<file path="src/rtl/cov_fsm.sv">
// cov_fsm: run sequencer for the compare/exchange/remainder datapath.
// Walks the INIT, CHECK, EXCHANGE, PRELOOP and LOOP phases and steers them
// with registered sign and zero flags from the datapath. The state code is
// registered and feeds the control-signal decoder directly.
// Optional feature: define COV_FSM_WATCHDOG_EN to build a LOOP1-entry
// watchdog that ends a run through END2 and raises a sticky timeout.
module cov_fsm #(
  parameter logic [15:0] WD_LIMIT = 16'd1000
) (
  input  logic       clk,
  input  logic       reset,
  input  logic       start,
  input  logic       abort,
  input  logic       flag_s1,
  input  logic       flag_z1,
  output logic [4:0] state,
  output logic       timeout
);

  // state      | meaning
  // IDLE       | waiting for start
  // INIT1..4   | load operands; INIT4 rejects m<0
  // CHECK1..8  | argument checks (n<0, n==0, m==0) and m<n compare
  // EXCHANGE1-3| swap m and n
  // PRELOOP1-2 | set up trial divisor
  // LOOP1..6   | divide m by i (LOOP2..4 divider window); LOOP6 tests m mod i
  // LOOP7..11  | divide n by i; LOOP11 tests n mod i
  // END1       | write result
  // END2       | write error / timeout result
  // code 31    | unused, recovers to IDLE
  typedef enum logic [4:0] {
    IDLE      = 5'd0,
    INIT1     = 5'd1,  INIT2     = 5'd2,  INIT3     = 5'd3,  INIT4  = 5'd4,
    CHECK1    = 5'd5,  CHECK2    = 5'd6,  CHECK3    = 5'd7,  CHECK4 = 5'd8,
    CHECK5    = 5'd9,  CHECK6    = 5'd10, CHECK7    = 5'd11, CHECK8 = 5'd12,
    EXCHANGE1 = 5'd13, EXCHANGE2 = 5'd14, EXCHANGE3 = 5'd15,
    PRELOOP1  = 5'd16, PRELOOP2  = 5'd17,
    LOOP1     = 5'd18, LOOP2     = 5'd19, LOOP3     = 5'd20, LOOP4  = 5'd21,
    LOOP5     = 5'd22, LOOP6     = 5'd23, LOOP7     = 5'd24, LOOP8  = 5'd25,
    LOOP9     = 5'd26, LOOP10    = 5'd27, LOOP11    = 5'd28,
    END1      = 5'd29, END2      = 5'd30
  } state_t;

  state_t state_q;
  state_t state_d;

`ifdef COV_FSM_WATCHDOG_EN
  logic [15:0] wd_cnt_q;
  logic        timeout_q;
  logic        launch;
  logic        loop_entry;
  logic        wd_trip;

  assign launch = (state_q == IDLE) && start;
`endif

  // State register; reset abandons any run in progress.
  always_ff @(posedge clk or posedge reset) begin
    if (reset) state_q <= IDLE;
    else       state_q <= state_d;
  end

  // Next-state decode; flags are only looked at in the decision states.
  always_comb begin
    state_d = state_q;
`ifdef COV_FSM_WATCHDOG_EN
    loop_entry = 1'b0;
    wd_trip    = 1'b0;
`endif
    case (state_q)
      IDLE:      if (start) state_d = INIT1;
      INIT1:     state_d = INIT2;
      INIT2:     state_d = INIT3;
      INIT3:     state_d = INIT4;
      INIT4:     state_d = flag_s1 ? END2 : CHECK1;
      CHECK1:    state_d = CHECK2;
      CHECK2:    state_d = flag_s1 ? END2 : CHECK3;
      CHECK3:    state_d = CHECK4;
      CHECK4:    state_d = flag_z1 ? END2 : CHECK5;
      CHECK5:    state_d = CHECK6;
      CHECK6:    state_d = flag_z1 ? END2 : CHECK7;
      CHECK7:    state_d = CHECK8;
      CHECK8:    state_d = flag_s1 ? EXCHANGE1 : PRELOOP1;
      EXCHANGE1: state_d = EXCHANGE2;
      EXCHANGE2: state_d = EXCHANGE3;
      EXCHANGE3: state_d = PRELOOP1;
      PRELOOP1:  state_d = PRELOOP2;
      PRELOOP2:  state_d = LOOP1;
      LOOP1:     state_d = LOOP2;
      LOOP2:     state_d = LOOP3;
      LOOP3:     state_d = LOOP4;
      LOOP4:     state_d = LOOP5;
      LOOP5:     state_d = LOOP6;
      LOOP6:     state_d = flag_z1 ? LOOP7 : LOOP1;
      LOOP7:     state_d = LOOP8;
      LOOP8:     state_d = LOOP9;
      LOOP9:     state_d = LOOP10;
      LOOP10:    state_d = LOOP11;
      LOOP11:    state_d = flag_z1 ? END1 : LOOP1;
      END1:      state_d = IDLE;
      END2:      state_d = IDLE;
      default:   state_d = IDLE;
    endcase
`ifdef COV_FSM_WATCHDOG_EN
    // LOOP1 is never followed by itself, so any move into it is an entry.
    loop_entry = (state_d == LOOP1);
    if (loop_entry && ((wd_cnt_q + 16'd1) == WD_LIMIT)) begin
      state_d = END2;
      wd_trip = 1'b1;
    end
`endif
    // Abort wins over everything, including the watchdog trip.
    if (abort && (state_q != IDLE)) begin
      state_d = IDLE;
`ifdef COV_FSM_WATCHDOG_EN
      loop_entry = 1'b0;
      wd_trip    = 1'b0;
`endif
    end
  end

`ifdef COV_FSM_WATCHDOG_EN
  // LOOP1-entry counter, restarted with each new run.
  always_ff @(posedge clk or posedge reset) begin
    if (reset)           wd_cnt_q <= '0;
    else if (launch)     wd_cnt_q <= '0;
    else if (loop_entry) wd_cnt_q <= wd_cnt_q + 16'd1;
  end

  // Sticky trip flag, held until the next run starts.
  always_ff @(posedge clk or posedge reset) begin
    if (reset)        timeout_q <= 1'b0;
    else if (launch)  timeout_q <= 1'b0;
    else if (wd_trip) timeout_q <= 1'b1;
  end

  assign timeout = timeout_q;
`else
  // Without the watchdog the loop is unbounded and WD_LIMIT has no effect.
  logic unused_wd_limit;
  assign unused_wd_limit = ^WD_LIMIT;
  assign timeout = 1'b0;
`endif

  assign state = state_q;

endmodule

</file>
<file path="config.mk">
export PLATFORM = sky130hd
export DESIGN_NAME = cov_fsm
export DESIGN_NICKNAME = d
export VERILOG_FILES = /design/src/rtl/cov_fsm.sv
export SDC_FILE = /design/constraint.sdc
export NUM_CORES = 1
export LEC_CHECK = 0
export CAP_MARGIN = 40
export CORE_MARGIN = 3
export CORE_UTILIZATION = 35
export DETAILED_ROUTE_END_ITERATION = 10
export PLACE_DENSITY = 0.62
export RECOVER_POWER = 25
export SLEW_MARGIN = 10
export SYNTH_ARGS = -nofsm -noshare
export SYNTH_HDL_FRONTEND = slang
export SYNTH_SLANG_ARGS = --single-unit
</file>
<file path="constraint.sdc">
create_clock -name clk -period 1.88 [get_ports clk]
set_clock_uncertainty 0.2 [all_clocks]
set_input_delay 0.282 -clock clk [delete_from_list [all_inputs] [get_ports clk]]
set_output_delay 0.282 -clock clk [all_outputs]
set_load 0.01 [all_outputs]
</file>
### After elaboration in Yosys (flattened, before gate mapping)

Cells that the tools add are included.

| storage, ports and cells | value |
|---|---|
| bits in latches | 0 |
| RAM bits | 0 |
| memories | 0 |
| ROM bits | 0 |
| input bits | 6 |
| bits in registers | 5 |

| cells by class | value |
|---|---|
| muxes and demuxes | 10 |
| reductions and logical operators | 3 |
| shifts and indexed selects | 0 |
| add/sub/neg operators | 0 |
| eq/ne operators | 29 |
| multiply operators | 0 |
| magnitude comparators | 0 |
| bitwise logic cells | 0 |
| divide/modulo/power cells | 0 |

Operator list:

| cell | count |
|---|---|
| 5-bit case mux with 29 select lines | 1 |
| 5-bit == test (second input constant) | 13 |
| 5-bit by 4-bit == test with 1-bit output (second input constant) | 8 |
| 5-bit 2-to-1 mux | 7 |
| 5-bit by 3-bit == test with 1-bit output (second input constant) | 4 |
| 5-bit by 2-bit == test with 1-bit output (second input constant) | 2 |
| 4-bit 2-to-1 mux | 2 |
| 5-bit by 1-bit == test with 1-bit output (second input constant) | 1 |
| 5-bit zero test | 1 |
| 5-bit nonzero test | 1 |
| 3-bit inequality test (second input constant) | 1 |
| 1-bit logical AND | 1 |

### Longest topological paths before layout

| logic depth | value |
|---|---|
| depth after elaboration | 3 |
| depth in mapped cells | 6 |
| gate-level depth less buffers | 4 |

### Worst setup path before layout

Ideal clock, no wire load.

| timing | value |
|---|---|
| kind | register -> register |
| start point | reg state_q[1], in the netlist state[1] |
| end point | reg state_q[1], in the netlist state[1] |
| required time | 1598 ps |
| arrival | 1493 ps |
| stages on the path, launching flop included | 6 |
| path slack | 105 ps |
| library setup time | 82 ps |
| cells stage by stage | dfrtp_1 > buf_6 > or2_1 > clkbuf_2 > or4_1 > a31oi_1 |

| between the ends | value |
|---|---|
| word-level cells in the longest chain between the ends | 3 |
| elaborated cells on any way between the ends | 34 |

RTL lines:

| item | RTL line | RTL |
|---|---|---|
| from (decl) | 44 | `state_t state_q;` |
| from (signal assigned) | 60 | `else state_q <= state_d;` |
| 5-bit == test (tied with other cells) | 70 | `case (state_q)` |
| 5-bit case mux with 29 select lines or 1-bit logical AND (tied branches) | 70, 113 |  |
| 5-bit 2-to-1 mux or 3-bit inequality test (tied branches) | n/a |  |

Parallel ways exist; a longest one is shown, timed or not.
A chain may end at the register's enable or synchronous reset.

### Final worst setup path

| timing | value |
|---|---|
| start point | reg state_q[4], in the netlist state[4] |
| end point | out state[4] |

RTL lines:

| item | RTL line | RTL |
|---|---|---|
| to (decl) | 16 | `output logic [4:0] state,` |

No word-level cell between the ends.

==> impl_metrics.toml <==
[yosys]
ys.flop_type = "dfrtp_1"
synth_edf_count = 0
yosysSeqAreaShare_pct = 26.5
yosys-top-cells-area = "dfrtp_1 26%, mux2i_1 8.5%, nor2_1 4.8%"
ys_warn_count = 0
synth_top_area_share_pct = 26.5
post-synth-top-area-cell = "dfrtp_1"
synthCells = 61
synth.cell_area_sq_um = 473
syn_nets = 67
yosys-top-cells-count = "6 x nor2_1, 5 x dfrtp_1, 5 x nand2_1"
yosysMostFrequentCell = "nor2_1"
avgSynthCellArea_sq_um = 7.75
synth-seq-cells = 5
synthArstFlopShare_pct = 100
synth_cell_types = 32

[drt]
ant_nets = 0
drt-vias-per-instance = 5.70
dr_total_vias = 496
routedWlPerCell_microns = 13.2
drt_first_pass_iters = 4
drc = 0
drt_wl_total_microns = 1150
first_iter_violations = 15

[worst_setup_path]
cpPeakStageDelay_ns = 0.55
cpMaxStageDelayCell = "clkdlybuf4s50_1"
crit_fanout = 11
critical_path_class = "reg2out"
reg2reg_depth = 5
critPathLaunchType = "flop"
worstSetupEndpointType = "output port"
cp.arrival_ns = 1.34
worstPathRequired_ns = 1.40
path_depth = 2
crit_chain = "buf_4 -> clkdlybuf4s50_1"
path_buf_inv = 2
crit_family = "buffers and inverters"

[finish]
final_layout_size_suffix_gt1_share_pct = 17.8
finalNetCount = 80
num_antenna_cells = 0
syn2layout_area_growth_pct = 32.0
largest_register_ff_count = 5

[grt]
grt_usage_pct = 14.2
grt_overflow = 0
antenna_found_initial = 0
grt_pass1_wl_microns = 1900
grt_pass1_vias = 407
top_usage_layer = "met2"
met3_usage_pct = 4.24
grtUsageMet2_pct = 20.7
grt_max_degree = 14
grt_use_met1_pct = 18.6

[cts]
tritoncts = "done"
clkTransAtPathRegs_ns = 0.05
cts.path.max_buffers = 2
cts_buffers = 3
cts.sinks = 5
insertion_delay_ns = 0.25
cts-root-buf = "clkbuf_4"
htree_levels = 1

[timing]
min_period_ns = 1.82
period_share_pct = 97.1
hold_violations = 0
max_freq_mhz = 548
slew_viol_final = 0
fin_ws_ns = 0.0554
final-setup-viol-count = 0

[power]
clkPwrFrac_pct = 14.0
static-leakage-power_nw = 0.258
total_power_mw = 0.918
p_per_area_mw_per_mm2 = 1470
internal_power_mw = 0.509
p_seq_share_pct = 22.7
peakVddDrop_v = 0.00102
p_sw_mw = 0.409
p_comb_share_pct = 63.3
swShare_pct = 44.5

[floorplan]
fp.coreArea_sq_mm = 0.00119
rows = 12
die_h_microns = 42.8
pin_count = 12
start_util_pct = 39.9
dieWidth_microns = 42.8
dieArea_sq_mm = 0.00183

[placement]
portBuffers = 10
dp_hpwl_microns = 848
post-place-ws_ns = 0.0667
gp_congestion = 0.839

[job]
maxCapViolations = 0

[hold_path]
hold_class = "in2async"

[status]
status = "completed"
## stage by stage
| step | setup TNS, ns | instance area [sq um] | util [%] | std cells | hold slack [ns] |
|---|---|---|---|---|---|
| 3_5_place_dp | 0 | 577 | 48.6 | 82 | 0.292 |
| 3_3_place_gp | 0 | 577 | 48.6 | 82 | 0.290 |
| 6_report | 0 | 624 | 52.6 | 87 | 0.161 |
| 4_1_cts | 0 | 604 | 50.9 | 86 | 0.0209 |
| 5_1_grt | -0.00131 | 624 | 52.6 | 87 | 0.188 |
| 2_1_floorplan | 0 | 473 | - | 61 | -0.139 |
## placed cells by master (no fill, tap or decap), drive strengths merged, types with 2 or more instances in the layout
cell,Yosys,final
dfrtp,5,5
a21oi,4,4
nand2,5,5
nor2,6,6
nand3,2,2
buf,6,5
inv,4,4
clkbuf,1,4
clkdlybuf4s50,0,8
a21o,2,2
a31oi,3,3
o21ai,3,3
o22ai,2,2
mux2i,4,4
## power by group through the flow
stage,logic (mW),registers [mW],clock network [mW]
5_1_grt,0.642,0.221,0.141
3_3_place_gp,0.562,0.204,0
6_report,0.581,0.208,0.128
2_1_floorplan,0.382,0.201,0
3_5_place_dp,0.556,0.204,0
4_1_cts,0.556,0.205,0.134
## path summary, 6_finish.rpt
kind,start,to,slack [ns]
min in group clk,state[0]$_DFFE_PP0P_,state[0]$_DFFE_PP0P_,0.43
hold reg to reg,state[0]$_DFFE_PP0P_,state[0]$_DFFE_PP0P_,0.43
max in group asynchronous,reset,state[2]$_DFFE_PP0P_,1.12
hold / removal,reset,state[1]$_DFFE_PP0P_,0.16
setup reg to reg,state[0]$_DFFE_PP0P_,state[0]$_DFFE_PP0P_,0.18
setup / recovery,state[4]$_DFFE_PP0P_,state[4],0.06
## worst register-to-register path: cells and delay by family, from the launching register on
family                 cells  cell delay [ns]
flip-flops                 1             0.39
buffers and inverters      1             0.14
AND/OR/NAND/NOR            1             0.18
multiplexers               1             0.21
AO/OA/AOI/OAI              2             0.46
## kinds of logic after synthesis
| kind of cell | share of synthesized area (%) |
|---|---|
| AOI/OAI and AO/OA | 33.3 |
| buffers and inverters | 12.4 |
| DFF | 26.5 |
| muxes | 8.47 |
| other | 0.793 |
| and+or+nand+nor | 18.5 |
## timing repair
item	4_1_cts	5_1_grt
endpoints found under the setup margin	1	2
resized for setup	1	3
endpoints found under the hold margin	0	0
buffers inserted	0	1
hold buffers	0	0
## layout make-up
type | count | area [sq um]
clock buffer | 4 | 26.3
fill | 116 | 562
tap | 14 | 17.5
timing repair buffer | 15 | 144
multi-input combinational | 45 | 295
sequential | 5 | 126
inverter | 4 | 15.0
## per-layer routing
metal	part of all wire [%]	vias up	wire length, microns
met5	0	-	0
met4	1.2	0	14
met1	43	222	491
met3	6.5	2	74
li1	-	251	-
met2	49	21	564
Note: power is estimated with default switching activity, not from simulation.
